--- src/rtl/seg7_scan_ctrl.sv ---
// Time-multiplexed 4-digit 7-segment scan controller with double-buffered digit data.
// Optional leading-zero blanking is enabled by defining SEG7_LEADING_ZERO_BLANK_EN.
module seg7_scan_ctrl #(
    parameter int unsigned DIG_CYC = 50000,
    parameter int unsigned GAP_CYC = 1000
) (
    input  logic        clk,
    input  logic        rst,
    input  logic        enable,
    input  logic        load,
    input  logic [15:0] data_in,
    output logic [3:0]  dig_val,
    output logic [3:0]  an,
    output logic [1:0]  dig_idx,
    output logic        frame_done
);

    localparam int unsigned MAX_CYC = (DIG_CYC > GAP_CYC) ? DIG_CYC : GAP_CYC;
    localparam int unsigned CW      = $clog2(MAX_CYC + 1);
    localparam logic [CW-1:0] DIG_LAST = CW'(DIG_CYC - 1);
    localparam logic [CW-1:0] GAP_LAST = CW'((GAP_CYC > 0) ? GAP_CYC - 1 : 0);
    localparam logic [CW-1:0] CNT_MAX  = CW'(MAX_CYC);

    typedef enum logic [1:0] {
        IDLE,
        SHOW,
        GAP
    } state_t;

    state_t        state, state_nxt;
    logic [CW-1:0] cnt, cnt_nxt;
    logic [15:0]   pending, pending_nxt;
    logic [15:0]   active, active_nxt;
    logic [3:0]    an_nxt, dv_nxt;
    logic [1:0]    idx_nxt;
    logic          fd_nxt;
    logic          slot_end;
    logic          show;

    function automatic logic [3:0] nibble(input logic [15:0] v, input logic [1:0] i);
        logic [3:0] n;
        case (i)
            2'd0:    n = v[3:0];
            2'd1:    n = v[7:4];
            2'd2:    n = v[11:8];
            default: n = v[15:12];
        endcase
        return n;
    endfunction

    always_comb begin
        state_nxt   = state;
        cnt_nxt     = (cnt == CNT_MAX) ? cnt : cnt + CW'(1);
        idx_nxt     = dig_idx;
        an_nxt      = an;
        dv_nxt      = dig_val;
        fd_nxt      = 1'b0;
        pending_nxt = load ? data_in : pending;
        active_nxt  = active;
        slot_end    = 1'b0;
        show        = 1'b0;

        if (!enable) begin
            state_nxt = IDLE;
            cnt_nxt   = '0;
            idx_nxt   = '0;
            an_nxt    = '1;
        end else begin
            case (state)
                IDLE: begin
                    state_nxt  = SHOW;
                    cnt_nxt    = '0;
                    idx_nxt    = '0;
                    active_nxt = pending_nxt;
                    show       = 1'b1;
                end
                SHOW: begin
                    if (cnt == DIG_LAST) begin
                        if (GAP_CYC > 0) begin
                            state_nxt = GAP;
                            cnt_nxt   = '0;
                            an_nxt    = '1;
                        end else begin
                            slot_end = 1'b1;
                        end
                    end
                end
                GAP: begin
                    if (cnt == GAP_LAST) slot_end = 1'b1;
                end
                default: state_nxt = IDLE;
            endcase
        end

        // pending_nxt already folds in a coincident load, so a load on the wrap lands directly
        if (slot_end) begin
            state_nxt = SHOW;
            cnt_nxt   = '0;
            idx_nxt   = dig_idx + 2'd1;
            show      = 1'b1;
            if (dig_idx == 2'd3) begin
                fd_nxt     = 1'b1;
                active_nxt = pending_nxt;
            end
        end

        if (show) begin
            an_nxt = ~(4'b0001 << idx_nxt);
            dv_nxt = nibble(active_nxt, idx_nxt);
`ifdef SEG7_LEADING_ZERO_BLANK_EN
            case (idx_nxt)
                2'd1:    if (active_nxt[15:4]  == '0) an_nxt = '1;
                2'd2:    if (active_nxt[15:8]  == '0) an_nxt = '1;
                2'd3:    if (active_nxt[15:12] == '0) an_nxt = '1;
                default: ;
            endcase
`endif
        end
    end

    always_ff @(posedge clk) begin
        if (rst) begin
            state      <= IDLE;
            cnt        <= '0;
            pending    <= '0;
            active     <= '0;
            an         <= '1;
            dig_val    <= '0;
            dig_idx    <= '0;
            frame_done <= 1'b0;
        end else begin
            state      <= state_nxt;
            cnt        <= cnt_nxt;
            pending    <= pending_nxt;
            active     <= active_nxt;
            an         <= an_nxt;
            dig_val    <= dv_nxt;
            dig_idx    <= idx_nxt;
            frame_done <= fd_nxt;
        end
    end

endmodule

--- config.mk ---
export PLATFORM = sky130hd
export DESIGN_NAME = seg7_scan_ctrl
export DESIGN_NICKNAME = d
export VERILOG_FILES = /design/src/rtl/seg7_scan_ctrl.sv
export SDC_FILE = /design/constraint.sdc
export NUM_CORES = 1
export LEC_CHECK = 0
export ABC_CLOCK_PERIOD_IN_PS = 7620
export CAP_MARGIN = 15
export CORE_ASPECT_RATIO = 0.8
export CORE_MARGIN = 1
export CORE_UTILIZATION = 40
export CTS_CLUSTER_DIAMETER = 200
export CTS_CLUSTER_SIZE = 10
export DETAILED_ROUTE_END_ITERATION = 16
export GPL_ROUTABILITY_DRIVEN = 0
export REMOVE_ABC_BUFFERS = 1
export SLEW_MARGIN = 5
export SYNTH_ARGS = -nofsm -noshare
export SYNTH_HDL_FRONTEND = slang
export SYNTH_SLANG_ARGS = --single-unit
--- constraint.sdc ---
create_clock -name clk -period 7.62 [get_ports clk]
set_input_delay 0.762 -clock clk [delete_from_list [all_inputs] [get_ports clk]]
set_output_delay 0.762 -clock clk [all_outputs]
set_load 0.02 [all_outputs]
==> flow_summary.rst <==
.. list-table::
   :header-rows: 1

   * - Metric
     - Value
   * - Run status
     - completed
   * - Final hold viol count
     - 0
   * - Total power density per cell area
     - 208.7 mW/mm²
   * - Critical path data required time
     - 7.88 ns
   * - Arr. time, crit path
     - 3.19 ns
   * - Number of antenna violations at the first check in global routing
     - 0
   * - Total number of vias
     - 2140
   * - GRT Total Usage
     - 17.55%
   * - Worst slew margin relative to its limit
     - 30.80%
   * - Aggregate negative setup slack
     - 0 ns
   * - Residual antenna-violating net count after detailed routing
     - 0
   * - TritonCTS Buffers
     - 9
   * - Static leakage
     - 1.290 nW
   * - Worst Setup Slack, final
     - 4.689 ns
   * - Sequential area share after synthesis
     - 45.37%
   * - Flop pwr share
     - 49.2%
   * - Final-stage net count
     - 365
   * - Seq. cell area
     - 0.001221 mm²
   * - Slew at the pin with the worst max-slew slack
     - 1.038 ns
   * - CP bufs+invs
     - 0
   * - Count of different cell masters after synthesis
     - 44
   * - Layer with the highest usage after global routing
     - met1
   * - Mean number of vias per cell
     - 4.977
   * - Via count of the first global-routing pass
     - 1859
   * - Slew Limit Fails
     - 0
   * - Type of destination of the critical path
     - register
   * - DRT Wirelength
     - 5581 µm
   * - Width of the die
     - 93.71 µm
   * - Synthesis-stage register bit count
     - 61
   * - Number of placement rows
     - 26
   * - Top cell types by occurrence after synthesis
     - nor2_1, dfxtp_1, a21oi_1, mux2i_1, nand2_1
   * - Maximum level of the CTS H-tree
     - 3
   * - Number of fill cells in the layout
     - 648
   * - Clock-pin transition on the worst setup and hold timing paths
     - 0.07 ns
   * - Multi-input combinational cell area
     - 0.001396 mm²
   * - Area leader, netlist
     - dfxtp_1
   * - Total of max-cap violations
     - 0
   * - Post-synth top area share
     - 45.37%
   * - Diodes inserted
     - 0
   * - Crit path max fanout
     - 33
   * - Cell with the most instances after synthesis
     - nor2_1
   * - Synth Instances
     - 311
   * - Cell with the biggest individual delay on the critical path
     - or4b_4
   * - Path class of the lowest-slack min-delay path
     - register to register
   * - Post-route clock period utilization
     - 38.47%
   * - Clock latency of the later-clocked register in the worst-skew pair
     - 0.34 ns
   * - Number of synthesis warnings
     - 0
   * - Switching share of total power
     - 23.04%
   * - Final count of negative-setup-slack endpoints
     - 0
   * - Number of buffers inserted to repair setup after CTS
     - 0
   * - Met1 Use GR
     - 25.26%
   * - Net switching power of the design
     - 0.1569 mW
   * - Post-cts sizing count
     - 0
   * - Cell types occupying the most area after synthesis
     - dfxtp_1, nor2_1, mux2i_1
   * - Top FF cell, synth
     - dfxtp_1
   * - I/O pin total
     - 31
   * - Share of layout cells above drive strength 1
     - 8.382%
   * - Chain of cells forming the critical path
     - or4_4, or4b_4, o21a_1, nor2_1, a21oi_1, a22o_1, a211oi_1
   * - Final total power
     - 0.6811 mW
   * - Avg Synthesized Cell Area
     - 8.654 µm²
   * - 1st-iter DRT viols
     - 118
   * - Time the final worst path needs with I/O delays and setup
     - 2.931 ns
   * - Largest net degree at the start of global routing
     - 43
   * - Count of hold buffers inserted by post-cts repair
     - 0
   * - Input/output buffers
     - 30
   * - Critical path startpoint category
     - register
   * - Remaining Overflow, GRT
     - 0
   * - Global-route wire length before repair
     - 9197 µm
   * - Setup Skew
     - 0.007295 ns
   * - Worst setup path category
     - register to register
   * - Cell internal power dissipation
     - 0.5242 mW
   * - Core ar.
     - 0.006441 mm²
   * - Synthesis-to-finish area growth
     - 21.25%
   * - Met2 track demand over resource in global routing
     - 23.03%
   * - TritonCTS clock tree
     - yes
   * - Post-placement worst setup slack
     - 4.342 ns
   * - Combinational fraction of design power
     - 8.8%
   * - Number of instances in the placed design
     - 415
   * - Initial Util
     - 41.78%
   * - Clock net sink count
     - 61
   * - Unrepaired setup endpoints after global routing
     - no
   * - Final cell utilization of the core
     - 50.66%
   * - Detailed placement HPWL
     - 3886 µm
   * - F_max
     - 0.3412 GHz
   * - Fraction of met3 tracks used by global routing
     - 6.786%
   * - Post-route non-filler standard cell count
     - 430
   * - Max incr delay on CP
     - 0.60 ns
   * - Synth async-reset ratio
     - 0%
   * - Number of iterations in the first detailed-routing pass
     - 4
   * - Worst path top cell family by delay
     - simple AND/OR/NAND/NOR gates
   * - Root buf cell
     - clkbuf_8
   * - Synth Cell Area
     - 0.002691 mm²
   * - Clock power frac
     - 42.0%
   * - WL/cell
     - 12.98 µm
   * - Worst IR drop on VDD
     - 0.09519 mV
   * - Die area
     - 0.007062 mm²
   * - Number of flops mapped to enable cells by yosys
     - 0
   * - Maximum buffer depth of the clock tree
     - 2
   * - Count of unresolved DRC violations after routing
     - 0
   * - Vert. Die Dim
     - 75.37 µm
[per-stage QoR]
| step | area (µm²) | hold WS, ns |
|---|---|---|
| after floorplan | 2644 | 0.4464 |
| final | 3263 | 0.4878 |
| after detailed placement | 3064 | 0.4717 |
| after CTS | 3263 | 0.4873 |
| after global placement | 3064 | 0.4642 |
| after global routing | 3263 | 0.5189 |
[worst reg2reg max path: stages (launching register included)]
cell,delay [ns]
dfxtp_1,0.35
or4_4,0.56
or4b_4,0.60
o21a_1,0.58
nor2_1,0.24
a21oi_1,0.08
a22o_1,0.30
a211oi_1,0.16
[sequential cells by signal, summed over array words and instances (netlist names)]
register	count
dig_val	4
pending	16
an	4
cnt	16
dig_idx	2
frame_done	1
state	2
active	16
[power groups by stage]
stage,combinational [mW],sequential [mW],clock (mW)
6_report,0.0596,0.335,0.286
3_5_place_dp,0.0601,0.342,0
2_1_floorplan,0.0303,0.343,0
4_1_cts,0.0604,0.335,0.295
3_3_place_gp,0.0593,0.342,0
5_1_grt,0.0674,0.336,0.309
[routing by layer]
metal | up-vias | share of wire, %
met2 | 38 | 41
met1 | 974 | 54
met4 | 0 | 0.47
met3 | 2 | 4.2
li1 | 1126 | -
met5 | - | 0
[logic make-up (layout without fill, tap and decap cells)]
| family | Yosys count | in the layout | synth area share (%) |
|---|---|---|---|
| compound gates | 50 | 50 | 12.32 |
| xor+xnor | 14 | 14 | 4.556 |
| fa+ha+maj | 3 | 3 | 1.395 |
| buf+inv | 19 | 54 | 2.743 |
| flops | 61 | 61 | 45.37 |
| mux | 22 | 22 | 8.322 |
| simple gates | 142 | 142 | 25.29 |
[cell usage in the layout, fill, tap and decap left out, types with 2 or more instances in the layout]
master           instances
xor2_1                   8
nor3_1                   3
a211oi_1                 3
and2_1                   2
buf_4                    2
nor4_1                   3
a2bb2o_1                 2
nand2_1                 14
inv_1                    7
clkdlybuf4s50_1         30
o21bai_1                 3
nand3_1                 13
o21ai_0                  7
clkbuf_8                11
mux2i_1                 19
nand4_1                  2
mux2_2                   3
a22o_1                   3
clkinv_2                 2
nand4b_1                 2
dfxtp_1                 61
a21oi_1                 23
nand2b_1                 5
nor2_1                  82
xnor2_1                  6
ha_1                     3
and3_1                   6
[final timing paths]
| check | startpoint | end | slack (ns) | depth (start not counted) |
|---|---|---|---|---|
| max | cnt[11]$_SDFF_PP0_ | dig_val[1]$_SDFFE_PP0N_ | 4.69 | 7 |
| min | active[6]$_SDFF_PP0_ | active[6]$_SDFF_PP0_ | 0.49 | 2 |
| max reg2reg | cnt[11]$_SDFF_PP0_ | dig_val[1]$_SDFFE_PP0N_ | 4.69 | 7 |
| min reg2reg | active[6]$_SDFF_PP0_ | active[6]$_SDFF_PP0_ | 0.49 | 2 |
[final cells by class]
class | instances | share of cell area (%)
multi-input cells | 231 | 42.79
inverters | 7 | 0.8052
repair buffers | 32 | 9.663
flip-flops and latches | 61 | 37.42
clock inverters | 4 | 1.457
well taps | 84 | 3.221
clock buffers | 11 | 4.640
Power figures use the tool's default switching activity.
